==> config.mk <==
export PLATFORM = sky130hd
export DESIGN_NAME = ternary_decompress
export DESIGN_NICKNAME = d
export VERILOG_FILES = /design/src/rtl/tnn_pkg.sv /design/src/rtl/ternary_byte_decode.sv /design/src/rtl/ternary_decompress.sv
export SDC_FILE = /design/constraint.sdc
export NUM_CORES = 1
export LEC_CHECK = 0
export ABC_AREA = 1
export CORE_MARGIN = 2
export CORE_UTILIZATION = 55
export DETAILED_ROUTE_END_ITERATION = 8
export PLACE_DENSITY_LB_ADDON = 0.15
export SLEW_MARGIN = 10
export SYNTH_ARGS = -nofsm -noshare
export SYNTH_HDL_FRONTEND = slang
export SYNTH_HIERARCHICAL = 1
export SYNTH_SLANG_ARGS = --single-unit
==> constraint.sdc <==
create_clock -name clk_i -period 13.1 [get_ports clk_i]
set_input_delay 2.62 -clock clk_i [delete_from_list [all_inputs] [get_ports clk_i]]
set_output_delay 2.62 -clock clk_i [all_outputs]
set_load 0.02 [all_outputs]
==> src/rtl/tnn_pkg.sv <==
// Shared types and constants for the ternary (TNN) datapath.
// Used by threshold_compress (encode) and ternary_decompress (decode).
//   trit_t         : one 2-bit trit, 00 = 0, 01 = +1, 11 = -1 (10 unused)
//   TRITS_PER_BYTE : trits packed in one base-3 byte (3^5 = 243 <= 256)
//   MAX_CODE       : largest legal packed byte value
package tnn_pkg;

  typedef logic [1:0] trit_t;

  localparam trit_t TRIT_ZERO = 2'b00;
  localparam trit_t TRIT_POS  = 2'b01;
  localparam trit_t TRIT_NEG  = 2'b11;

  localparam int TRITS_PER_BYTE = 5;
  localparam int MAX_CODE       = 242;

  // Base-3 digit d in {0,1,2} carries trit value d - 1.
  function automatic trit_t digit_to_trit(input logic [1:0] digit);
    case (digit)
      2'd0:    return TRIT_NEG;
      2'd1:    return TRIT_ZERO;
      default: return TRIT_POS;
    endcase
  endfunction

endpackage

==> src/rtl/ternary_byte_decode.sv <==
// Combinational decode of one base-3 packed byte into five 2-bit trits.
// Ports:
//   code    in  8   packed byte, value = sum d_i * 3^i, d_i = t_i + 1
//   trits   out 10  trit i on trits[2i+1:2i]; all zero for invalid codes
//   invalid out 1   code is above MAX_CODE (243..255)
module ternary_byte_decode
  import tnn_pkg::*;
(
  input  logic [7:0]                  code,
  output logic [2*TRITS_PER_BYTE-1:0] trits,
  output logic                        invalid
);

  logic [7:0] rem;
  logic [1:0] digit;

  // Divide-by-3 chain: each stage peels off the least significant digit.
  // NOTE: combinational logic uses blocking assignments and gives every
  // variable a default at the top, so no path can leave a latch behind.
  always_comb begin
    rem     = code;
    digit   = '0;
    trits   = '0;
    invalid = (code > 8'(MAX_CODE));
    for (int i = 0; i < TRITS_PER_BYTE; i++) begin
      digit          = 2'(rem % 8'd3);
      trits[2*i +: 2] = digit_to_trit(digit);
      rem            = rem / 8'd3;
    end
    if (invalid) trits = '0;
  end

endmodule

==> src/rtl/ternary_decompress.sv <==
// Ternary decompressor: accepts words of packed base-3 bytes and emits one
// decoded byte (five trits) per cycle over a valid/ready handshake.
// Ports:
//   clk_i        in  1        clock
//   rst_ni       in  1        synchronous active-low reset
//   clear_i      in  1        synchronous flush, also clears error_o
//   data_i       in  8*BPW    packed bytes, byte 0 in bits [7:0] goes first
//   nbytes_m1_i  in  log2 BPW valid bytes in data_i minus one
//   valid_i      in  1        input word valid
//   ready_o      out 1        word can be accepted this cycle
//   trits_o      out 10       decoded trits of the current byte
//   valid_o      out 1        trits_o valid
//   ready_i      in  1        consumer takes trits_o
//   last_o       out 1        trits_o is the last valid byte of the word
//   error_o      out 1        sticky: an invalid code (>= 243) was decoded
// BYTES_PER_WORD must be at least 2 so the byte index has a nonzero width.
module ternary_decompress
  import tnn_pkg::*;
#(
  parameter  int BYTES_PER_WORD = 4,
  localparam int IDX_W          = $clog2(BYTES_PER_WORD),
  localparam int TRIT_W         = 2 * TRITS_PER_BYTE
) (
  input  logic                        clk_i,
  input  logic                        rst_ni,
  input  logic                        clear_i,
  input  logic [8*BYTES_PER_WORD-1:0] data_i,
  input  logic [IDX_W-1:0]            nbytes_m1_i,
  input  logic                        valid_i,
  output logic                        ready_o,
  output logic [TRIT_W-1:0]           trits_o,
  output logic                        valid_o,
  input  logic                        ready_i,
  output logic                        last_o,
  output logic                        error_o
);

  typedef enum logic {
    EMPTY = 1'b0,
    BUSY  = 1'b1
  } state_t;

  state_t                      state;
  logic [8*BYTES_PER_WORD-1:0] wreg;
  logic [IDX_W-1:0]            idx;
  logic [IDX_W-1:0]            lidx;
  logic [IDX_W-1:0]            next_idx;
  logic [TRIT_W-1:0]           trits_q;
  logic                        error_q;

  logic                        at_last;
  logic                        advance;
  logic                        accept;
  logic [7:0]                  dec_code;
  logic [TRIT_W-1:0]           dec_trits;
  logic                        dec_invalid;

  // The output register is full exactly while a word is in flight.
  assign valid_o  = (state == BUSY);
  assign at_last  = (idx == lidx);
  assign last_o   = valid_o && at_last;
  assign advance  = !valid_o || ready_i;
  // Taking a new word while the last byte drains keeps the stream gapless.
  assign ready_o  = (state == EMPTY) || (at_last && ready_i);
  assign accept   = valid_i && ready_o;
  assign trits_o  = trits_q;
  assign error_o  = error_q;

  // Only one byte is decoded per cycle: byte 0 of an incoming word on
  // accept, otherwise the next byte of the held word. next_idx may wrap
  // on the last byte, but that value is never used.
  assign next_idx = idx + 1'b1;
  assign dec_code = accept ? data_i[7:0] : wreg[{next_idx, 3'b000} +: 8];

  ternary_byte_decode u_decode (
    .code    (dec_code),
    .trits   (dec_trits),
    .invalid (dec_invalid)
  );

  // NOTE: wreg and lidx are pure data qualified by state, so they carry no
  // reset; leaving them out keeps reset fan-out to the control registers.
  always_ff @(posedge clk_i) begin
    if (accept) begin
      wreg <= data_i;
      lidx <= nbytes_m1_i;
    end
  end

  // NOTE: all sequential state uses non-blocking assignments so every
  // register samples the pre-edge values regardless of statement order.
  always_ff @(posedge clk_i) begin
    if (!rst_ni) begin
      state   <= EMPTY;
      idx     <= '0;
      trits_q <= '0;
      error_q <= 1'b0;
    end else if (clear_i) begin
      state   <= EMPTY;
      idx     <= '0;
      trits_q <= '0;
      error_q <= 1'b0;
    end else if (accept) begin
      state   <= BUSY;
      idx     <= '0;
      trits_q <= dec_trits;
      error_q <= error_q | dec_invalid;
    end else if (state == BUSY && advance) begin
      if (!at_last) begin
        idx     <= next_idx;
        trits_q <= dec_trits;
        error_q <= error_q | dec_invalid;
      end else begin
        state <= EMPTY;
      end
    end
  end

endmodule

## Yosys cells after proc, flatten, opt, wreduce, memory -nomap -nowiden

Cells that the tools add are included.

- Add/sub/neg operators: 1
- Multipliers: 0
- Divide/modulo/power cells: 9
- Order comparisons: 1
- Eq/ne operators: 7
- Shift-type cells: 1
- Mux-type cells: 16
- Bitwise gates (word level): 4
- Reductions and logical operators: 19

Operators by type and width:

| operator | number |
|---|---|
| $mod A8 B2 Y8 const B | 5 |
| $mux W10 | 4 |
| $div A8 B2 Y8 const B | 4 |
| $shiftx A32 B6 Y8 | 1 |
| $pmux W2 S2 | 5 |
| $eq A2 B1 Y1 const B | 5 |
| $logic_not A2 Y1 | 5 |
| $gt A8 B8 Y1 const B | 1 |
| $mux W8 | 1 |
| $mux W1 | 6 |
| $reduce_and A2 Y1 | 3 |
| $logic_and A1 B1 Y1 | 4 |
| $reduce_bool A2 Y1 | 2 |
| $not A1 Y1 | 3 |
| $reduce_or A3 Y1 | 1 |
| $add A2 B1 Y2 const B | 1 |
| $eq A2 B2 Y1 | 1 |
| $logic_or A1 B1 Y1 | 2 |
| $ne A2 B1 Y1 const B | 1 |
| $reduce_or A2 Y1 | 1 |
| $logic_not A1 Y1 | 1 |
| $or A1 B1 Y1 | 1 |

- Register bits: 48
- Bits in latches: 0
- Memory bits (writable): 0
- Memory bits (read-only): 0
- Input bits: 39
- Output and inout port bits: 14
- Logic and storage cells: 64
- Memories: 0

## Logic depth before layout (Yosys ltp)

Gate-level depths: netlist of run 1.

- Depth in word-level cells: 16
- Depth in mapped cells: 93
- Gate-level depth less buffers: 91

## Cells and area by module

Netlist of run 1, hierarchy kept.

By module, submodules not included:

| module | instances | cells an instance | area an instance (um2) |
|---|---|---|---|
| ternary_byte_decode | 1 | 371 | 2031.9 |
| ternary_decompress | 1 | 177 | 1960.6 |

## Worst setup path before layout of run 1

OpenSTA, ideal clock, no wires.

- Path type: input port to flip-flop
- From: in ready_i
- To: reg trits_q[8], in the netlist trits_o[8]
- Setup time: 70 ps
- Data arrival time: 11309 ps
- Slack: 1721 ps
- Cell stages on the path: 83
- Cells stage by stage: or2_2 -> nand3_4 -> inv_1 -> nand2_1 -> nand2_1 -> nand3_1 -> nand2_1 -> ha_1 -> inv_1 -> nand2_1 -> o21a_1 -> inv_1 -> nand3_1 -> nand2_1 -> clkinv_1 -> o21ai_1 -> nand2_1 -> inv_2 -> [... 47 more ...] -> ha_1 -> a21oi_1 -> a21boi_2 -> nand4_1 -> nand2_1 -> nand2_1 -> nand2_1 -> inv_1 -> ha_1 -> inv_1 -> nand2_1 -> inv_2 -> nand2_1 -> nand2_1 -> nand2_1 -> a21oi_1 -> nand2_1 -> a21oi_1

- Cells in the longest elaborated chain, start to end: 15

RTL lines:

| what | line | text |
|---|---|---|
| from (decl) | ternary_decompress.sv:33 | `input logic ready_i,` |
| $logic_and A1 B1 Y1 * | ternary_decompress.sv:64 | `assign ready_o = (state == EMPTY) \|\| (at_last && ready_i);` |
| $logic_or A1 B1 Y1 * | ternary_decompress.sv:64 |  |
| $logic_and A1 B1 Y1 * | ternary_decompress.sv:65 | `assign accept = valid_i && ready_o;` |
| named net accept | ternary_decompress.sv:53 | `logic accept;` |
| $mux W8 * | ternary_decompress.sv:73 | `assign dec_code = accept ? data_i[7:0] : wreg[{next_idx, 3'b000} +: 8];` |
| named net dec_code[5] | ternary_decompress.sv:54 | `logic [7:0] dec_code;` |
| $div A8 B2 Y8 (4 in a row) | ternary_byte_decode.sv:28 | `rem = rem / 8'd3;` |
| $mod A8 B2 Y8 | ternary_byte_decode.sv:26 | `digit = 2'(rem % 8'd3);` |
| $eq A2 B1 Y1 / $logic_not A2 Y1 (equally long branches) | tnn_pkg.sv:19 | `case (digit)` |
| $pmux W2 S2 | tnn_pkg.sv:19 |  |
| $mux W10 * | ternary_byte_decode.sv:30 | `if (invalid) trits = '0;` |
| named net dec_trits[8] | ternary_decompress.sv:55 | `logic [TRIT_W-1:0] dec_trits;` |
| $mux W10 | ternary_decompress.sv:109 | `if (!at_last) begin` |
| $mux W10 | ternary_decompress.sv:108 | `end else if (state == BUSY && advance) begin` |
| $mux W10 * | ternary_decompress.sv:103 | `end else if (accept) begin` |
| to (signal assigned) | ternary_decompress.sv:106 | `trits_q <= dec_trits;` |
| to (signal assigned) | ternary_decompress.sv:111 | `trits_q <= dec_trits;` |
| to (decl) | ternary_decompress.sv:48 | `logic [TRIT_W-1:0] trits_q;` |

The timed path passes the listed nets; every way through them passes the cells marked *. The select of a mux whose other input is x is not followed.
A chain may end at the register's enable or synchronous reset.

## Worst setup path in the final report of run 1

- From: in ready_i
- To: reg trits_q[9], in the netlist trits_o[9]

- Cells in the longest elaborated chain, start to end: 15

RTL lines:

| what | line |
|---|---|
| $logic_and A1 B1 Y1 * | ternary_decompress.sv:64 |
| $logic_or A1 B1 Y1 * | ternary_decompress.sv:64 |
| $logic_and A1 B1 Y1 * | ternary_decompress.sv:65 |
| $mux W8 * | ternary_decompress.sv:73 |
| named net dec_code[6] | ternary_decompress.sv:54 |
| $div A8 B2 Y8 (4 in a row) | ternary_byte_decode.sv:28 |
| $mod A8 B2 Y8 | ternary_byte_decode.sv:26 |
| $eq A2 B1 Y1 / $logic_not A2 Y1 (equally long branches) | tnn_pkg.sv:19 |
| $pmux W2 S2 | tnn_pkg.sv:19 |
| $mux W10 * | ternary_byte_decode.sv:30 |
| named net dec_trits[9] | ternary_decompress.sv:55 |
| $mux W10 | ternary_decompress.sv:109 |
| $mux W10 | ternary_decompress.sv:108 |
| $mux W10 * | ternary_decompress.sv:103 |

Marks and branches as above.

==> qor.csv, run 1 <==
stage,metric,value,unit
synth,"top cells by area, synth","edfxtp_1, nand2_1, inv_1",
power,Seq pwr share,0.143,
routing,DRT Wirelength,8062,um
floorplan,core area,7137,sq um
layout,register area,1301,sq um
floorplan,Initial Util,0.5594,
power,Power Internal,0.6090,mW
sta,Max Slew Vio Count,0,
placed_design,placed cell area,4577,sq um
routing,Initial DRC Count,128,
clock_network,CTS Buffer Depth,2,
clock_network,CTS Buf Count,5,
global_routing,largest net degree at the start of global routing,37,
clock_network,CTS Root Cell,clkbuf_8,
global_routing,total global-route track usage,0.2103,
synth,largest family of logic cells by synthesized area,simple AND/OR/NAND/NOR gates,
placed_design,GP Congestion,0.8388,
synth,most frequent cell after synthesis,nand2_1,
power,clock network fraction of design power,0.070,
layout,multi-input logic area,2302,sq um
sta,setup violation total in the final timing report,0,
sta,endpoints failing hold,0,
sta,Slew @ Worst Pin,575.6,ps
sta,Max Freq,82.86,MHz
power,Power Density,272.8,nW/um^2
synth,syn_nets,609,
worst_setup_path,startpoint types,primary input,
layout,Post-Layout Cell Count,702,
floorplan,Die Y-Extent,89.20,um
synth,adder-cell share of the synthesized area,0.06894,
placed_design,placed cells,690,
power,Pwr Total,1.291,mW
routing,TritonRoute pass-1 iters,4,
sta,Slew headroom,0.6122,
clock_network,clk_lat worst skew,300,ps
synth,Post-Syn Instances,548,
synth,Synth Area in Compound Gates,0.1266,
global_routing,antenna violations before repair,0,
power,VDD IR max,0.0001487,V
synth,Most used DFF post-synth,edfxtp_1,
worst_setup_path,crit-path max cell delay,440,ps
power,Combinational Power Share,0.787,
floorplan,Die Wd,89.20,um
synth,Syn Area/Cell,7.286,sq um
power,Sw Share,0.5281,
synth,post-synthesis simple-gate area fraction,0.3513,
worst_setup_path,critical path class,primary input to register,
synth,Netlist cell types,45,
worst_setup_path,CP arrival,12300,ps
floorplan,Die Area,7957,sq um
floorplan,IO Pins,53,
synth,area fraction of the dominant cell type after synthesis,0.2557,
synth,xor/xnor share of the synthesized area,0.02194,
clock_network,CTS tree,done,
worst_setup_path,crit-path most repeated cell,nand2_1,
synth,Syn. warnings,6,
placed_design,IO Port Bufs,52,
worst_setup_path,CP Capture Type,register,
clock_network,CTS Hold Buffers Added,0,
synth,ys async rst share,0,
layout,# fillers,630,
global_routing,vias in the first global route,3374,
routing,Via density,5.098,
clock_network,clock-pin slew of the registers on the worst-case setup and hold paths,80,ps
clock_network,H-tree depth,2,
synth,mux contribution to synthesized area,0,
sta,setup TNS,0,ps
synth,number of synthesized flops with an enable pin,34,
min_path,Hold Path Class,register to register,
run_status,status,finished clean,
worst_setup_path,"critical path fanouts, max",13,
routing,drt wl/cell,11.48,um
placed_design,detailed-placement wirelength estimate,6297,um
sta,final period utilization,0.9213,
layout,Final #Nets,663,
layout,Final Instance Area,4731,sq um
routing,total number of vias,3579,
power,Net Switching,0.6817,mW
worst_setup_path,Critical Path RT,13330,ps
global_routing,Congestion Overflow GR,0,
routing,drt drc,0,
job,max cap viols,0,
worst_setup_path,Crit-path slowest cell,clkdlybuf4s50_1,
synth,synth cell count leaders,"nand2_1, inv_1, nand3_1",
synth,mapped cell area,3993,sq um
layout,share of cells above drive strength 1,0.1360,
power,P_leak,2.198,nW
routing,post-route ant nets,0,
clock_network,clock sinks,48,
synth,Synth Register Bits,48,
synth,Synth area leader,edfxtp_1,
layout,Area growth syn-to-layout,18.49,%
layout,diode count,0,
sta,Worst Skew,7.526,ps
global_routing,first-pass GRT wire length,13600,um
sta,post-layout min period,12070,ps
floorplan,Site Rows,31,
synth,"Seq/Total Area, Yosys",0.3259,
flip-flops by register name (all words and copies together), names as in the netlist:
| signal | cells |
|---|---|
| error_o | 1 |
| idx | 2 |
| lidx | 2 |
| trits_o | 10 |
| valid_o | 1 |
| wreg | 32 |
per-stage QoR:
step | util | hold slack (ps) | setup WS (ps)
after global routing | 0.6629 | 478.9 | -43.02
after CTS | 0.6543 | 462.4 | 512.1
final | 0.6629 | 456.9 | 1032
after detailed placement | 0.6413 | 450.3 | 232.1
after floorplan | - | 526.2 | 1721
after global placement | 0.6413 | 442.1 | 610.6
layout by cell type (no fill, tap or decap), types with 3 or more instances in the layout:
master           synthesis  final
nand2_4                  3      3
ha_1                    22     21
inv_1                   82     81
a22o_1                   5      5
nand4_1                 10     10
inv_2                    8      9
dfxtp_1                 14     14
o21a_1                   7      6
clkdlybuf4s50_1          0     52
buf_4                    2      6
xor2_1                   6      6
nand3_1                 51     51
nand3_2                  9      8
clkbuf_8                 0      6
nor2_2                   5      4
a21oi_1                 30     30
a31oi_1                  8      6
o21ai_0                 11     10
xnor2_1                  4      4
nor2_4                   2      3
or2_2                    3      3
nand2_1                133    132
o21ai_1                  6      7
nor2_1                  39     39
edfxtp_1                34     34
nand2_2                 21     22
nand3_4                  3      4
kinds of logic (layout without fill, tap and decap cells):
| kind of cell | Yosys count | count (layout) |
|---|---|---|
| AND/OR/NAND/NOR | 285 | 285 |
| buffers and inverters | 103 | 158 |
| AO/OA/AOI/OAI | 80 | 80 |
| flip-flops | 48 | 48 |
| adder cells (fa/ha/maj) | 22 | 22 |
| XOR/XNOR | 10 | 10 |
routing by layer:
metal,share of wire,routed length [um],vias up,track usage
li1,-,-,1891,-
met1,0.44,3540,1610,0.2407
met2,0.51,4126,62,0.3966
met3,0.028,229,16,0.02585
met4,0.021,166,0,0.07870
met5,0,0,-,0
area by class of cell:
class,count,area share
Clock buffer,6,0.01746
Clock inverter,2,0.002116
Inverter,92,0.07300
Multi-Input combinational cell,397,0.4866
Sequential cell,48,0.2751
Tap cell,99,0.02618
Timing Repair Buffer,58,0.1195
what timing repair did:
item	4_1_cts	5_1_grt
gates resized for setup	0	9
setup endpoints to repair	0	3
setup buffers	0	4
worst max-delay path: cells and delay by family:
kind | cells | cell delay, ps
AND/OR/NAND/NOR | 44 | 4710
buffers and inverters | 21 | 1660
AO/OA/AOI/OAI | 10 | 1550
XOR/XNOR | 2 | 340
adder cells (fa/ha/maj) | 8 | 1420
power by group through the flow:
stage	clock [mW]	sequential, mW	combinational, mW
after floorplan	0	0.196	0.816
after global placement	0	0.188	0.958
after detailed placement	0	0.188	0.986
after CTS	0.0918	0.185	0.992
after global routing	0.0986	0.186	1.17
final	0.0898	0.185	1.02
worst paths after layout:
check,end,startpoint,slack (ps),cells past startpoint
hold reg to reg,error_o,error_o,460,2
setup reg to reg,trits_o[9],idx[1],2800,88
setup / recovery,trits_o[9],ready_i,1030,85
hold / removal,error_o,error_o,460,2
No activity file was read; power rests on OpenSTA's default activity.
==> run 2, diff against run 1 <==
CTS_CLUSTER_DIAMETER = 60   (was unset)
==> results of run 2 <==
Final layout, timing and power as in run 1 (identical DEF).
